**src/rtl/qspi_pkg.sv**
```systemverilog
// Shared types and helpers for the QSPI target.
// Lane modes, operation codes, target states and lane count.
package qspi_pkg;

    typedef enum logic [1:0] {
        SPI  = 2'b00,
        DUAL = 2'b01,
        QUAD = 2'b10,
        RSVD = 2'b11
    } sel_mode_t;

    localparam logic OP_READ  = 1'b0;
    localparam logic OP_WRITE = 1'b1;

    typedef enum logic [1:0] {
        IDLE    = 2'd0,
        SHIFT   = 2'd1,
        WAIT_CS = 2'd2
    } state_t;

    function automatic logic [2:0] lanes(input sel_mode_t m);
        case (m)
            DUAL:    return 3'd2;
            QUAD:    return 3'd4;
            default: return 3'd1;
        endcase
    endfunction

endpackage

```
**src/rtl/qspi_sync_edge.sv**
```systemverilog
// Synchroniser chain with rise/fall pulse detection.
// Pulses are one sys_clk wide and aligned to the synchronised level.
module qspi_sync_edge #(
    parameter int   STAGES  = 2,
    parameter logic RST_VAL = 1'b0
) (
    input  logic clk,
    input  logic rst_n,
    input  logic d,
    output logic rise,
    output logic fall
);

    logic [STAGES-1:0] chain;
    logic              prev;

    // shift the async input through the chain, keep last synced level
    always_ff @(posedge clk or negedge rst_n) begin
        if (!rst_n) begin
            chain <= {STAGES{RST_VAL}};
            prev  <= RST_VAL;
        end else begin
            chain <= {chain[STAGES-2:0], d};
            prev  <= chain[STAGES-1];
        end
    end

    assign rise = chain[STAGES-1] & ~prev;
    assign fall = ~chain[STAGES-1] & prev;

endmodule

```
**src/rtl/qspi_slave_target.sv**
```systemverilog
// QSPI target: oversampled SPI/Dual/Quad, mode 0 only.
// Receives one word on master write, returns one on master read.
module qspi_slave_target
    import qspi_pkg::*;
#(
    parameter int DATA_WIDTH  = 8,
    parameter int SYNC_STAGES = 2
) (
    input  logic                  sys_clk,
    input  logic                  nrst,
    input  logic [1:0]            sel_mode,
    input  logic                  operation,
    input  logic                  chip_select,
    input  logic                  sclk,
    input  logic [3:0]            io_in,
    output logic [3:0]            io_out,
    output logic [3:0]            io_oe,
    input  logic [DATA_WIDTH-1:0] tx_data,
    output logic                  tx_taken,
    output logic [DATA_WIDTH-1:0] rx_data,
    output logic                  rx_valid,
    input  logic                  rx_ready,
    output logic                  overrun,
    input  logic                  overrun_clr,
    output logic                  abort,
    output logic                  busy
);

    localparam int CW = $clog2(DATA_WIDTH + 1);
    localparam int W  = DATA_WIDTH;

    logic cs_rise, cs_fall;
    logic sclk_rise, sclk_fall;

    logic [3:0] io_chain [SYNC_STAGES];
    logic [3:0] io_s;

    state_t    state, state_d;
    sel_mode_t mode_q;
    logic      op_q;

    logic [CW-1:0] grp_cnt;
    logic [CW-1:0] grp_total;
    logic [W-1:0]  rx_sh;
    logic [W-1:0]  rx_next;
    logic [W-1:0]  tx_sh;

    logic start, cnt_step, tx_step;
    logic rx_done, rx_load, abort_d;

    qspi_sync_edge #(
        .STAGES  (SYNC_STAGES),
        .RST_VAL (1'b1)
    ) u_cs_sync (
        .clk   (sys_clk),
        .rst_n (nrst),
        .d     (chip_select),
        .rise  (cs_rise),
        .fall  (cs_fall)
    );

    qspi_sync_edge #(
        .STAGES  (SYNC_STAGES),
        .RST_VAL (1'b0)
    ) u_sclk_sync (
        .clk   (sys_clk),
        .rst_n (nrst),
        .d     (sclk),
        .rise  (sclk_rise),
        .fall  (sclk_fall)
    );

    // io lanes synchronised with the same depth as sclk
    always_ff @(posedge sys_clk or negedge nrst) begin
        if (!nrst) begin
            for (int i = 0; i < SYNC_STAGES; i++) begin
                io_chain[i] <= '0;
            end
        end else begin
            io_chain[0] <= io_in;
            for (int i = 1; i < SYNC_STAGES; i++) begin
                io_chain[i] <= io_chain[i-1];
            end
        end
    end

    assign io_s = io_chain[SYNC_STAGES-1];

    // groups per word for the latched mode
    always_comb begin
        grp_total = CW'(W);
        case (mode_q)
            DUAL:    grp_total = CW'(W / 2);
            QUAD:    grp_total = CW'(W / 4);
            default: grp_total = CW'(W);
        endcase
    end

    // rx shifter with the current group appended, IO0 most significant
    always_comb begin
        rx_next = (rx_sh << 1) | W'(io_s[0]);
        case (mode_q)
            DUAL:    rx_next = (rx_sh << 2)
                             | W'({io_s[0], io_s[1]});
            QUAD:    rx_next = (rx_sh << 4)
                             | W'({io_s[0], io_s[1],
                                   io_s[2], io_s[3]});
            default: rx_next = (rx_sh << 1) | W'(io_s[0]);
        endcase
    end

    // state register
    always_ff @(posedge sys_clk or negedge nrst) begin
        if (!nrst) begin
            state <= IDLE;
        end else begin
            state <= state_d;
        end
    end

    // next-state and per-cycle strobes
    always_comb begin
        state_d  = state;
        start    = 1'b0;
        cnt_step = 1'b0;
        tx_step  = 1'b0;
        rx_done  = 1'b0;
        abort_d  = 1'b0;
        unique case (state)
            IDLE: begin
                if (cs_fall) begin
                    start   = 1'b1;
                    state_d = (sel_mode == RSVD) ? WAIT_CS : SHIFT;
                end
            end
            SHIFT: begin
                if (cs_rise) begin
                    abort_d = 1'b1;
                    state_d = IDLE;
                end else if (sclk_rise) begin
                    cnt_step = 1'b1;
                    if (grp_cnt == grp_total - CW'(1)) begin
                        state_d = WAIT_CS;
                        rx_done = (op_q == OP_WRITE);
                    end
                end else if (sclk_fall && op_q == OP_READ) begin
                    tx_step = 1'b1;
                end
            end
            WAIT_CS: begin
                if (cs_rise) begin
                    state_d = IDLE;
                end
            end
            default: state_d = IDLE;
        endcase
    end

    // transaction setup, group counter and tx shifter
    always_ff @(posedge sys_clk or negedge nrst) begin
        if (!nrst) begin
            mode_q   <= SPI;
            op_q     <= OP_READ;
            grp_cnt  <= '0;
            tx_sh    <= '0;
            tx_taken <= 1'b0;
            abort    <= 1'b0;
        end else begin
            tx_taken <= 1'b0;
            abort    <= abort_d;
            if (start) begin
                mode_q  <= sel_mode_t'(sel_mode);
                op_q    <= operation;
                grp_cnt <= '0;
                if (operation == OP_READ && sel_mode != RSVD) begin
                    tx_sh    <= tx_data;
                    tx_taken <= 1'b1;
                end
            end else begin
                if (cnt_step) begin
                    grp_cnt <= grp_cnt + CW'(1);
                end
                if (tx_step) begin
                    tx_sh <= tx_sh << lanes(mode_q);
                end
            end
        end
    end

    assign rx_load = rx_done && (!rx_valid || rx_ready);

    // rx shifter, delivery handshake and sticky overrun
    always_ff @(posedge sys_clk or negedge nrst) begin
        if (!nrst) begin
            rx_sh    <= '0;
            rx_data  <= '0;
            rx_valid <= 1'b0;
            overrun  <= 1'b0;
        end else begin
            if (start) begin
                rx_sh <= '0;
            end else if (cnt_step && op_q == OP_WRITE) begin
                rx_sh <= rx_next;
            end
            if (rx_load) begin
                rx_data  <= rx_next;
                rx_valid <= 1'b1;
            end else if (rx_valid && rx_ready) begin
                rx_valid <= 1'b0;
            end
            if (overrun_clr) begin
                overrun <= 1'b0;
            end else if (rx_done && !rx_load) begin
                overrun <= 1'b1;
            end
        end
    end

    // lane drive: only while shifting out a read
    always_comb begin
        io_oe  = 4'b0000;
        io_out = 4'b0000;
        if (state == SHIFT && op_q == OP_READ) begin
            case (mode_q)
                SPI: begin
                    io_oe     = 4'b0010;
                    io_out[1] = tx_sh[W-1];
                end
                DUAL: begin
                    io_oe     = 4'b0011;
                    io_out[0] = tx_sh[W-1];
                    io_out[1] = tx_sh[W-2];
                end
                QUAD: begin
                    io_oe  = 4'b1111;
                    io_out = {tx_sh[W-4], tx_sh[W-3],
                              tx_sh[W-2], tx_sh[W-1]};
                end
                default: begin
                    io_oe  = 4'b0000;
                    io_out = 4'b0000;
                end
            endcase
        end
    end

    assign busy = (state != IDLE);

endmodule

```
**config.mk**
```make
export PLATFORM = sky130hd
export DESIGN_NAME = qspi_slave_target
export DESIGN_NICKNAME = d
export VERILOG_FILES = /design/src/rtl/qspi_pkg.sv /design/src/rtl/qspi_sync_edge.sv /design/src/rtl/qspi_slave_target.sv
export SDC_FILE = /design/constraint.sdc
export NUM_CORES = 1
export LEC_CHECK = 0
export ABC_AREA = 1
export CAP_MARGIN = 30
export CORE_MARGIN = 1
export CORE_UTILIZATION = 57
export CTS_BUF_LIST = sky130_fd_sc_hd__clkbuf_16
export DETAILED_ROUTE_END_ITERATION = 16
export GPL_TIMING_DRIVEN = 1
export PLACE_DENSITY = 0.84
export SKIP_CTS_REPAIR_TIMING = 1
export SYNTH_ARGS = -nofsm -noshare
export SYNTH_HDL_FRONTEND = slang
export SYNTH_SLANG_ARGS = --single-unit
```
**constraint.sdc**
```tcl
create_clock -name sys_clk -period 2.63 [get_ports sys_clk]
set_clock_uncertainty 0.2 [all_clocks]
set_input_delay 0.263 -clock sys_clk [delete_from_list [all_inputs] [get_ports sys_clk]]
set_output_delay 0.263 -clock sys_clk [all_outputs]
set_load 0.005 [all_outputs]
```
==> out/metrics.yaml <==
logic_synthesis:
  synth_top_area_cell: "dfrtp_1"
  ys_types: 30
  synth_top_area_frac: 0.4483
  synth_area_um2: 2624
  yosysSeqAreaShare: 0.4783
  ys_seq_elements: 50
  synth_area_leaders: "dfrtp_1 (45%), nand2_1 (17%), nor2_1 (5.2%), nand3_1 (4.6%), inv_1 (3.4%)"
  post_synth_inst_count: 336
  synth.avg_cell_area_um2: 7.809
  ys_warn_count: 0
  syn_nets: 364
placed_design:
  pre_cts_slack_ps: 241.0
  gp_congestion: 0.8405
  dp_hpwl_um: 3866
  port_buffers: 41
final_layout:
  multi_input_area_um2: 1167
  drive_above_1_share: 0.1008
  fin_util: 0.7283
  antenna_cells: 0
  fill_cells: 333
  nNetsFinal: 405
  area_growth_pct: 21.70
  register_area_um2: 1255
sta:
  period_needed_ps: 2564
  slew_violations: 0
  slew_headroom: 0.5660
  finalSetupViolations: 0
  fin_crit_sh: 0.9750
  worst_pin_slew_ps: 651.0
  hold-worst-slack_ps: 147.6
  hold_viol_final: 0
  rsz0062_at_grt: "yes"
  setup_slack_ps: 65.74
  max_freq_mhz: 390.0
worst_hold_path:
  min_from: "io_chain[4]$_DFF_PN0_"
  hold_path_class: "register to register"
  min_path_cells: 0
route:
  wirelength_um: 5288
  drc: 0
  vias: 2289
  first_pass_iters: 6
  ant_nets: 0
  first_iter_violations: 284
  wire_per_inst_um: 12.33
  vias_per_cell: 5.336
clock_network:
  cts_tree: "yes"
  cts_buffers: 5
  cts-root-buf: "clkbuf_16"
  cts_max_path_buffers: 2
  clk_latency_ps: 280
  clk_pin_slew_ps: 60
  cts_num_sinks: 50
  htreeDepth: 2
setup_path:
  rr_worst_depth: 10
  end_kind: "output pin"
  required_ps: 2170
  timing.rr.start: "mode_q[1]$_DFFE_PN0P_"
  crit_start: "mode_q[1]$_DFFE_PN0P_"
  arrival_ps: 2100
  critPathMaxFanout: 10
  crit_path_start_kind: "register"
  crit_type: "register to output pin"
global_route:
  antenna_found_initial: 0
  grt_pass1_vias: 2049
  overflow: 0
  grt_max_degree: 30
  grt_usage: 0.2301
  grt_pass1_wl_um: 8970
floorplanning:
  fp.coreArea_um2: 4384
  initial_core_util: 0.5985
  pin_count: 42
  rows: 24
  die_y_um: 69.85
  die_x_um: 69.85
  die_area_um2: 4878
run_status:
  status: "completed"
power_and_ir_drop:
  p_per_area_nw_per_um2: 1027
  total_leakage_power_nw: 1.583
  ir_drop_v: 0.0006079
flow_run:
  cap_violations: 0
metal layers:
layer,global-route usage,share of wire,wire length (um)
met1,0.3039,0.44,2352
met2,0.3921,0.49,2567
met3,0.03634,0.058,309
met4,0.06667,0.011,59
met5,0,0,0
cells in the mapped netlist:
library cell / instances
o31ai_1: 1
a21oi_2: 1
nor2_1: 36
nand2_1: 121
nor3_1: 3
nor2_2: 3
clkbuf_1: 2
o21ai_0: 6
ha_1: 7
nor2_8: 2
a21oi_1: 4
nand4_1: 10
a211oi_1: 2
inv_2: 6
buf_6: 3
o21ai_2: 1
nand2_2: 6
xor2_1: 1
buf_2: 4
inv_1: 24
nand3_2: 2
nand3_1: 24
nor2_4: 1
dfrtp_1: 47
a31oi_1: 7
buf_4: 3
o21ai_1: 4
dfstp_2: 3
clkinv_1: 1
buf_1: 1
state kept, by name, summed over array words and instances (netlist names):
name and count:
u_cs_sync.prev 1, overrun 1, mode_q 2, u_sclk_sync.prev 1
u_cs_sync.chain 2, io_s 4, state 2, rx_sh 7
tx_sh 8, io_chain 4, op_q 1, rx_valid 1
u_sclk_sync.chain 2, abort 1, grp_cnt 4, rx_data 8
tx_taken 1
report_power, final:
part / total (W) / leakage [nW] / switching [W] / internal, W
Clock: 0.000595 / 0.0671 / 0.000252 / 0.000343
Combinational: 0.00163 / 0.878 / 0.00104 / 0.000593
Sequential: 0.00105 / 0.639 / 0.000122 / 0.000931
Total: 0.00328 / 1.58 / 0.00141 / 0.00187
logic make-up after synthesis:
| kind of cell | synth area share |
|---|---|
| adders and majority gates | 0.03338 |
| AOI/OAI and AO/OA | 0.05866 |
| and+or+nand+nor | 0.3486 |
| DFF | 0.4783 |
| xor gates and xnor gates | 0.003339 |
| buffers and inverters | 0.07773 |
final timing paths:
| kind | to | slack, ps |
|---|---|---|
| max reg2reg | rx_data[0]$_DFFE_PN0P_ | 300 |
| min reg2reg | io_s[0]$_DFF_PN0_ | 150 |
| max in group asynchronous | rx_sh[1]$_DFFE_PN0P_ | 1260 |
| min | io_s[0]$_DFF_PN0_ | 150 |
| max | io_out[1] | 70 |
| min in group asynchronous | rx_data[5]$_DFFE_PN0P_ | 340 |
per-stage QoR:
step | cell area, um^2 | power [W] | cells | setup TNS (ps)
2_1_floorplan | 2624 | 0.002283 | 336 | 0
3_3_place_gp | 3044 | 0.002601 | 421 | 0
3_5_place_dp | 3044 | 0.002642 | 421 | 0
4_1_cts | 3181 | 0.003257 | 428 | 0
5_1_grt | 3193 | 0.003520 | 429 | -303.6
6_report | 3193 | 0.003278 | 429 | 0
final cells by class:
cell class              count  share of cell area
flip-flops and latches     50              0.3930
multi-input cells         242              0.3656
repair buffers             47              0.1418
clock buffers               5             0.03918
inverters                  31             0.03644
well taps                  52             0.02038
clock inverters             2            0.003527
worst max-delay path, stage by stage (launching register included):
cell and delay (ps):
dfrtp_1 420, inv_1 120, ha_2 460, nand2_1 70
a211oi_1 220, clkdlybuf4s50_1 530
layout by cell type, fill, tap and decap left out:
cell type	n
a211oi_1	2
a21oi_1	4
a21oi_2	1
a31oi_1	7
buf_2	1
buf_4	5
clkbuf_16	5
clkdlybuf4s50_1	40
clkinv_1	1
clkinvlp_4	1
dfrtp_1	47
dfstp_2	3
dlygate4sd3_1	1
ha_1	6
ha_2	1
inv_1	25
inv_2	6
nand2_1	121
nand2_2	6
nand3_1	24
nand3_2	2
nand4_1	10
nor2_1	36
nor2_2	3
nor2_4	1
nor2_8	2
nor3_1	3
o21ai_0	6
o21ai_1	4
o21ai_2	1
o31ai_1	1
xor2_1	1
No activity file was read; power rests on OpenSTA's default activity.
